===== src/rtl/multicycle_control.sv =====
// Multicycle MIPS-style control FSM with memory handshake timeout and sticky fault.
// Define MULTICYCLE_ORI_EN to make ori (001101) a legal instruction.
module multicycle_control #(
  parameter int ACW         = 4,
  parameter int MEM_TIMEOUT = 15
) (
  input  logic           clk,
  input  logic           reset,
  input  logic [5:0]     opcode,
  input  logic [5:0]     funct,
  input  logic           mem_ready,
  input  logic           zero,
  output logic           ALUSrc,
  output logic           RegDst,
  output logic           MemWrite,
  output logic           MemRead,
  output logic           MemToReg,
  output logic           RegWrite,
  output logic [ACW-1:0] ALUControl,
  output logic           ir_load,
  output logic           pc_en,
  output logic [1:0]     pc_src,
  output logic [2:0]     state,
  output logic           fault
);

  typedef enum logic [2:0] {
    S_FETCH  = 3'd0,
    S_DECODE = 3'd1,
    S_EXEC   = 3'd2,
    S_MEM    = 3'd3,
    S_WB     = 3'd4,
    S_BRANCH = 3'd5,
    S_JUMP   = 3'd6
  } state_e;

  typedef enum logic [3:0] {
    I_RTYPE, I_LW, I_SW, I_ADDI, I_ORI, I_BEQ, I_BNE, I_J, I_BAD
  } instr_e;

  localparam logic [5:0] OP_RTYPE = 6'b000000;
  localparam logic [5:0] OP_LW    = 6'b100011;
  localparam logic [5:0] OP_SW    = 6'b101011;
  localparam logic [5:0] OP_ADDI  = 6'b001000;
  localparam logic [5:0] OP_BEQ   = 6'b000100;
  localparam logic [5:0] OP_BNE   = 6'b000101;
  localparam logic [5:0] OP_J     = 6'b000010;
`ifdef MULTICYCLE_ORI_EN
  localparam logic [5:0] OP_ORI   = 6'b001101;
`endif

  localparam int             WCW       = $clog2(MEM_TIMEOUT + 1);
  localparam logic [WCW-1:0] WAIT_LAST = WCW'(MEM_TIMEOUT - 1);

  state_e         state_q, state_d;
  logic [5:0]     op_q, op_d;
  logic [5:0]     funct_q, funct_d;
  logic [WCW-1:0] wait_q, wait_d;
  logic           fault_q, fault_d;

  instr_e         instr;
  logic [3:0]     alu_code;

  // Instruction class and ALU code come from the latched fields, never the live inputs.
  always_comb begin
    instr    = I_BAD;
    alu_code = 4'b0000;
    case (op_q)
      OP_RTYPE: begin
        instr = I_RTYPE;
        case (funct_q)
          6'b100000: alu_code = 4'b0010;
          6'b100010: alu_code = 4'b0110;
          6'b100100: alu_code = 4'b0000;
          6'b100101: alu_code = 4'b0001;
          6'b101010: alu_code = 4'b0111;
          6'b000000: alu_code = 4'b1110;
          default:   instr    = I_BAD;
        endcase
      end
      OP_LW:   begin instr = I_LW;   alu_code = 4'b0010; end
      OP_SW:   begin instr = I_SW;   alu_code = 4'b0010; end
      OP_ADDI: begin instr = I_ADDI; alu_code = 4'b0010; end
      OP_BEQ:  begin instr = I_BEQ;  alu_code = 4'b0110; end
      OP_BNE:  begin instr = I_BNE;  alu_code = 4'b0110; end
      OP_J:    instr = I_J;
`ifdef MULTICYCLE_ORI_EN
      OP_ORI:  begin instr = I_ORI;  alu_code = 4'b0001; end
`endif
      default: instr = I_BAD;
    endcase
  end

  always_comb begin
    // NOTE: every output and next-state value gets a default first so no path infers a latch.
    state_d    = state_q;
    op_d       = op_q;
    funct_d    = funct_q;
    wait_d     = '0;
    fault_d    = fault_q;
    ALUSrc     = 1'b0;
    RegDst     = 1'b0;
    MemWrite   = 1'b0;
    MemRead    = 1'b0;
    MemToReg   = 1'b0;
    RegWrite   = 1'b0;
    ALUControl = '0;
    ir_load    = 1'b0;
    pc_en      = 1'b0;
    pc_src     = 2'b00;

    case (state_q)
      S_FETCH: begin
        MemRead = 1'b1;
        if (mem_ready) begin
          ir_load = 1'b1;
          pc_en   = 1'b1;
          op_d    = opcode;
          funct_d = funct;
          state_d = S_DECODE;
        end else if (wait_q == WAIT_LAST) begin
          fault_d = 1'b1;
        end else begin
          wait_d = wait_q + WCW'(1);
        end
      end
      S_DECODE: begin
        case (instr)
          I_RTYPE, I_LW, I_SW, I_ADDI, I_ORI: state_d = S_EXEC;
          I_BEQ, I_BNE:                       state_d = S_BRANCH;
          I_J:                                state_d = S_JUMP;
          default: begin
            fault_d = 1'b1;
            state_d = S_FETCH;
          end
        endcase
      end
      S_EXEC: begin
        ALUControl = ACW'(alu_code);
        ALUSrc     = instr inside {I_LW, I_SW, I_ADDI, I_ORI};
        state_d    = (instr inside {I_LW, I_SW}) ? S_MEM : S_WB;
      end
      S_MEM: begin
        MemRead  = (instr == I_LW);
        MemWrite = (instr == I_SW);
        if (mem_ready) begin
          state_d = (instr == I_LW) ? S_WB : S_FETCH;
        end else if (wait_q == WAIT_LAST) begin
          fault_d = 1'b1;
          state_d = S_FETCH;
        end else begin
          wait_d = wait_q + WCW'(1);
        end
      end
      S_WB: begin
        RegWrite = 1'b1;
        RegDst   = (instr == I_RTYPE);
        MemToReg = (instr == I_LW);
        state_d  = S_FETCH;
      end
      S_BRANCH: begin
        ALUControl = ACW'(alu_code);
        pc_src     = 2'b01;
        pc_en      = ((instr == I_BEQ) & zero) | ((instr == I_BNE) & ~zero);
        state_d    = S_FETCH;
      end
      S_JUMP: begin
        pc_en   = 1'b1;
        pc_src  = 2'b10;
        state_d = S_FETCH;
      end
      default: state_d = S_FETCH;
    endcase
  end

  always_ff @(posedge clk) begin
    // NOTE: state registers use non-blocking assignments so all flops update from pre-edge values.
    if (reset) begin
      state_q <= S_FETCH;
      op_q    <= '0;
      funct_q <= '0;
      wait_q  <= '0;
      fault_q <= 1'b0;
    end else begin
      state_q <= state_d;
      op_q    <= op_d;
      funct_q <= funct_d;
      wait_q  <= wait_d;
      fault_q <= fault_d;
    end
  end

  assign state = state_q;
  assign fault = fault_q;

endmodule


===== config.mk =====
export PLATFORM = sky130hd
export DESIGN_NAME = multicycle_control
export DESIGN_NICKNAME = d
export VERILOG_FILES = /design/src/rtl/multicycle_control.sv
export SDC_FILE = /design/constraint.sdc
export NUM_CORES = 1
export LEC_CHECK = 0
export CAP_MARGIN = 10
export CORE_ASPECT_RATIO = 1.75
export CORE_MARGIN = 3
export CORE_UTILIZATION = 43
export CTS_CLUSTER_DIAMETER = 100
export DETAILED_ROUTE_END_ITERATION = 12
export PLACE_DENSITY = 0.75
export SLEW_MARGIN = 0
export SYNTH_ARGS = -nofsm -noshare
export SYNTH_HDL_FRONTEND = slang
export SYNTH_SLANG_ARGS = --single-unit
export TNS_END_PERCENT = 100

===== constraint.sdc =====
create_clock -name clk -period 1.8 [get_ports clk]
set_clock_uncertainty 0.1 [all_clocks]
set_input_delay 0.36 -clock clk [delete_from_list [all_inputs] [get_ports clk]]
set_output_delay 0.36 -clock clk [all_outputs]
set_load 0.05 [all_outputs]

==> impl_metrics.csv, run 1 <==
group,metric,value,unit
floorplanning,die_y,78.1,µm
clocking,numCtsBuffers,3,
sta,setup-tns-final,-3.84,ns
critical_path,arrival,1.85,ns
yosys,async_flop_share,0,%
global_routing,grt_pass1_vias,1655,
layout,area_delta_synth_final,94.7,%
outcome,violations,"negative setup slack",
yosys,yosysWarnings,0,
sta,period_share,128,%
yosys,syn_inst,174,
yosys,avgSynthCellArea,7.34,µm²
sta,final-max-slew-violation-count,0,
sta,fmax,0.434,GHz
yosys,yosys_most_used_dff,"dfxtp_1",
yosys,yosysTopAreaCell,"dfxtp_1",
power_and_ir_drop,pwr-share-seq,29.3,%
yosys,synth.most_common_cell,"nand2_1",
drt,drc,0,
global_routing,grt_max_degree,13,
sta,whs,0.408,ns
clocking,htreeDepth,1,
clocking,root_buffer,"clkbuf_8",
drt,top_layer,"met4",
yosys,synthTopCellsByArea,"dfxtp_1 (31%), nand2_1 (9.1%), a21oi_1 (6.3%), nor2_1 (5.0%), nor3_1 (3.1%)",
floorplanning,ios,34,
layout,multiInputGateArea,1090,µm²
sta,hold_violations,0,
clocking,clk_latency,0.27,ns
sta,relSlewSlack,72.1,%
critical_path,critPathLaunchType,"register",
sta,finalSetupViolations,10,
yosys,yosys-top-cells-count,"nand2_1 (31), dfxtp_1 (20), nor2_1 (17), a21oi_1 (16), nor3_1 (8)",
drt,routed-wl-met2,3.07,mm
yosys,synth_seq_cells,20,
global_routing,grt_use_total,28.6,%
global_routing,grt_pass1_wl,7.72,mm
drt,routed_via_density,6.18,
power_and_ir_drop,leakagePower,0.991,nW
yosys,synth_area,1280,µm²
place,place.gp.congestion,0.865,
clocking,cts.sink_count,20,
clocking,clock_path_buffers,2,
power_and_ir_drop,p_sw,0.000706,W
floorplanning,core,2780,µm²
floorplanning,row_count,25,
power_and_ir_drop,powerDensity,739,nW/µm²
yosys,synth_fp_nets,192,
layout,num_antenna_cells,0,
hold_path,min_path_type,"register to register",
drt,wl_met1,1.88,mm
clocking,cts_tree,"yes",
floorplanning,die_x,47.2,µm
sta,tightest_slew,0.416,ns
drt,ant_nets,0,
power_and_ir_drop,ir_worst_vdd,0.589,mV
layout,final_layout_size_suffix_gt1_share,50.2,%
yosys,synth-edff-count,0,
sta,period_needed,2.31,ns
sta,setup_slack,-0.505,ns
power_and_ir_drop,combPwrFrac,48.0,%
power_and_ir_drop,switching_share,38.4,%
layout,layout.area.seq,429,µm²
yosys,yosysTopAreaCellShare,31.3,%
drt,firstDrtPassIters,4,
place,port_buffers,33,
drt,drtIter0Drc,101,
clocking,cts.clk_slew.worst_paths,0.09,ns
drt,wl_met3,309,µm
sta,rsz0062_at_grt,"true",
drt,dr_total_vias,1693,
layout,fill_cells,122,
critical_path,path_max_fanout,2,
yosys,ys_types,46,
global_routing,grt_overflow_total,0,
critical_path,cp-end-kind,"output pin",
critical_path,crit_required,1.34,ns
power_and_ir_drop,p_int,0.00113,W
drt,drt-wirelength-per-cell,20.2,µm
floorplanning,die_area,3690,µm²
yosys,ys_seq_area_share,31.3,%
global_routing,antenna_found_initial,0,
drt,drt-total-wl,5.54,mm
floorplanning,start_util,45.9,%
run,maxCapViolations,0,
place,hpwl,3.24,mm
power_and_ir_drop,clockPowerShare,22.8,%
critical_path,path_class,"register to output pin",
outcome,status,"complete, but fails checks",
layout,finalNetCount,266,
-- flip-flops by register name (all words and copies together) (netlist names) --
signal and count:
fault 1, funct_q 6, op_q 6, state 3, wait_q 4
-- final cells by class --
class | count | area share, %
flip-flops and latches | 20 | 17.3
repair buffers | 80 | 34.0
clock buffers | 4 | 2.67
inverters | 6 | 1.01
multi-input cells | 137 | 43.7
well taps | 27 | 1.36
-- critical path, cell delays in order (launching register included) --
cell	delay, ns
dfxtp_2	0.35
or3_4	0.42
or2_4	0.29
nor4_4	0.34
buf_12	0.18
-- what timing repair did --
action	4_1_cts	5_1_grt
endpoints found under the setup margin	13	14
hold endpoints to repair	0	0
hold buffers	0	0
gates resized for setup	33	26
pin swaps	12	12
buffers inserted	8	7
-- logic make-up (layout without fill, tap and decap cells) --
kind of cell / Yosys count / count (layout) / share of synthesized area (%)
AO/OA/AOI/OAI: 37 / 37 / 18.6
XOR/XNOR: 5 / 5 / 3.43
adder cells (fa/ha/maj): 2 / 2 / 1.96
buffers and inverters: 17 / 90 / 7.74
flip-flops: 20 / 20 / 31.3
AND/OR/NAND/NOR: 93 / 93 / 36.9
-- routing by layer --
| metal | vias to the layer above | global-route usage, % |
|---|---|---|
| li1 | 751 | - |
| met1 | 808 | 28.3 |
| met3 | 30 | 6.65 |
| met2 | 104 | 52.3 |
| met4 | 0 | 11.9 |
| met5 | - | 0 |
-- path summary, 6_finish.rpt --
kind,start,slack [ns],to,cells after the start
max,op_q[5],-0.51,ALUControl[0],4
min,wait_q[0],0.41,wait_q[0],1
max reg2reg,op_q[3],0.04,state[0],7
min reg2reg,wait_q[0],0.41,wait_q[0],1
-- power by group through the flow --
| stage | combinational (W) | sequential, W | clock, W |
|---|---|---|---|
| 2_1_floorplan | 0.000397 | 0.000551 | 0 |
| 3_3_place_gp | 0.000663 | 0.000530 | 0 |
| 3_5_place_dp | 0.000685 | 0.000533 | 0 |
| 4_1_cts | 0.000768 | 0.000526 | 0.000411 |
| 5_1_grt | 0.000925 | 0.000541 | 0.000442 |
| 6_report | 0.000881 | 0.000538 | 0.000418 |
-- metrics by stage --
stage / cells / utilization (%) / cell area, µm² / setup WS, ns / total power (W)
3_3_place_gp: 255 / 74.8 / 2080 / -0.238 / 0.00119
3_5_place_dp: 255 / 74.8 / 2080 / -0.272 / 0.00122
2_1_floorplan: 174 / - / 1450 / -0.581 / 0.000948
5_1_grt: 274 / 89.3 / 2490 / -0.566 / 0.00191
4_1_cts: 267 / 83.7 / 2330 / -0.466 / 0.00170
6_report: 274 / 89.3 / 2490 / -0.505 / 0.00184
-- layout by cell type (no fill, tap or decap), types with 2 or more instances in the layout --
cell type and n:
buf_4 42, nand2_1 29, clkdlybuf4s50_1 14, buf_12 14, a21oi_1 13, nor2_1 11, dfxtp_1 9, buf_6 9
dfxtp_4 6, nor3_4 5, nand3_1 5, dfxtp_2 5, nor2_2 4, nor3_1 4, inv_1 4, or3_4 3
a31oi_1 3, xor2_1 3, clkbuf_8 3, nor4_4 2, nand2b_4 2, nor2_4 2, or2_4 2, and2_1 2
nand2b_1 2, a21oi_4 2, nor3b_1 2, nor2b_1 2, a21o_1 2, o21ai_1 2, or2b_1 2, nor3b_4 2
o311a_1 2, ha_1 2
Power figures use the tool's default switching activity.
==> run 2: changes to the inputs <==
- CORE_UTILIZATION: 43 -> 51
- PLACE_DENSITY: 0.75 -> 0.83
- clock period: 1.8 -> 2.66 ns (I/O delays scaled with it)
==> run 2 against run 1 <==
Against the previous run: the run now ends clean; combinational power is 57% lower; sequential power is 31% lower; total power is 43% lower; global-route usage is 2.8 points lower; non-clock buffer count is 43 lower; critical path depth is 1 higher; clock power is 27% lower; cell area is 25% lower; critical path type unchanged; largest power group unchanged; clock-buffer cell count is 1 lower; highest routed layer unchanged.
==> impl_metrics.csv, run 2 (synthesized netlist as in run 1, its figures left out) <==
group,metric,value,unit
outcome,status,"complete, no violations",
critical_path,rr_endpoint,"fault",
hold_path,hold_depth,1,
drt,firstDrtPassIters,4,
sta,hold_violations,0,
layout,area_delta_synth_final,45.7,%
clocking,post-cts-setup-buffers,0,
power_and_ir_drop,powerDensity,567,nW/µm²
sta,relSlewSlack,64.6,%
hold_path,min_path_type,"register to register",
layout,instances_no_fill,229,
critical_path,path_max_fanout,5,
floorplanning,start_util,54.8,%
global_routing,grt_pass1_vias,1402,
power_and_ir_drop,ir_worst_vdd,0.536,mV
critical_path,crit_required,2.03,ns
clocking,cts.clk_slew.worst_paths,0.08,ns
floorplanning,die_y,72.2,µm
critical_path,critical_path_buf_inv_count,1,
sta,setup_slack,0.103,ns
clocking,root_buffer,"clkbuf_8",
drt,drt-wirelength-per-cell,15.9,µm
global_routing,antenna_found_initial,0,
sta,tightest_slew,0.529,ns
critical_path,cp_top_family,"simple AND/OR/NAND/NOR gates",
hold_path,hp-start,"wait_q[0]",
place,pre_cts_ws,0.294,ns
clocking,htreeDepth,1,
sta,fmax,0.391,GHz
critical_path,cp_slowest_cell,"or3_1",
global_routing,grt_use_total,25.8,%
clocking,clk_latency,0.26,ns
sta,rsz0062_at_grt,"false",
place,dp.cells,225,
critical_path,critPathLaunchType,"register",
layout,finalNetCount,223,
sta,final-max-slew-violation-count,0,
layout,fill_cells,157,
critical_path,r2r_slack,0.86,ns
global_routing,grt_max_degree,15,
critical_path,arrival,1.92,ns
drt,ant_nets,0,
run,maxCapViolations,0,
clocking,cts.sink_count,20,
layout,final_common_cell,"nand2_1",
drt,drt-total-wl,3.64,mm
drt,dr_total_vias,1387,
critical_path,cp-end-kind,"output pin",
critical_path,slowest_delay,0.46,ns
place,hpwl,2.78,mm
place,place.gp.congestion,0.869,
hold_path,hold_path_end,"wait_q[0]",
sta,period_share,96.1,%
drt,routed_via_density,6.06,
critical_path,reg2reg_depth,4,
sta,setup-tns-final,0,ns
global_routing,grt_overflow_total,0,
floorplanning,core,2330,µm²
floorplanning,die_area,3170,µm²
layout,final_layout_size_suffix_gt1_share,20.1,%
clocking,clock_path_buffers,2,
clocking,numCtsBuffers,3,
floorplanning,ios,34,
drt,drtIter0Drc,43,
layout,final_cell_mix,"nand2_1 (31), clkdlybuf4s50_1 (22), nor2_1 (16), dfxtp_1 (16), a21oi_1 (14)",
clocking,cts_tree,"yes",
critical_path,path_cells,"or3_1 > nor3_2 > nor3_4 > a2111oi_4 > buf_6",
drt,drc,0,
floorplanning,die_x,43.8,µm
critical_path,path_class,"register to output pin",
layout,top_regs,"funct_q (6), op_q (6), wait_q (4)",
global_routing,grt_pass1_wl,6.26,mm
floorplanning,row_count,23,
layout,num_antenna_cells,0,
sta,finalSetupViolations,0,
critical_path,regToRegStartpoint,"state[0]",
place,port_buffers,33,
sta,period_needed,2.56,ns
power_and_ir_drop,leakagePower,0.690,nW
run 2: changes by cell type in the layout (fill, tap and decap cells not counted), moves of 3 or more:
cell             change
o21ai_0              +3
buf_6                -8
buf_12               -5
nor2_2               -4
dfxtp_4              -6
nor2_1               +5
dfxtp_1              +7
buf_4               -37
nor3_4               -3
clkdlybuf4s50_1      +8
run 2: per-layer routing:
metal / global-route usage (%) / up-vias / wire [µm]
met5: 0 / - / 0
met4: 18.8 / 0 / 226
met3: 3.72 / 22 / 168
met2: 43.7 / 61 / 1920
met1: 27.8 / 641 / 1320
li1: - / 663 / -
run 2: metrics by stage:
stage | util, % | hold slack (ns) | total power [W] | cell area (µm²)
final | 79.9 | 0.375 | 0.00105 | 1860
after global routing | 79.9 | 0.394 | 0.00111 | 1860
after CTS | 79.4 | 0.380 | 0.00105 | 1850
after detailed placement | 75.7 | 0.364 | 0.000737 | 1760
after global placement | 75.7 | 0.345 | 0.000723 | 1760
after floorplan | - | 0.330 | 0.000619 | 1360
run 2: area by class of cell:
type,count,area (µm²),area share (%)
inverters,6,22.5,1.21
clock inverters,1,30.0,1.61
clock buffers,3,41.3,2.22
flip-flops and latches,20,405,21.8
repair buffers,37,449,24.1
multi-input cells,137,882,47.4
well taps,25,31.3,1.68
run 2: worst max path at each step:
stage	start	end	slack (ns)	cells past startpoint
after global routing	funct_q[2]	RegDst	0.006	5
after floorplan	state[2]	RegDst	-0.06	4
after global placement	op_q[0]	RegDst	0.34	5
after CTS	op_q[0]	ALUControl[1]	0.05	5
final	funct_q[0]	RegDst	0.10	5
after detailed placement	op_q[0]	RegDst	0.29	5
run 2: where the power goes:
group | switching (W) | total [W] | leakage [nW] | internal (W)
logic | 0.000222 | 0.000378 | 0.489 | 0.000156
registers | 0.0000443 | 0.000370 | 0.165 | 0.000326
clock network | 0.000106 | 0.000307 | 0.0357 | 0.000201
total | 0.000373 | 0.00105 | 0.690 | 0.000682
run 2: what timing repair did:
item | CTS | global route
hold buffers | 0 | 0
setup endpoints to repair | 1 | 4
gates resized for setup | 3 | 3
pin swaps | 0 | 2
==> run 3: changes to the inputs <==
- SLEW_MARGIN: 0 -> not set
==> results of run 3 <==
Final layout, timing and power as in run 2 (identical DEF).
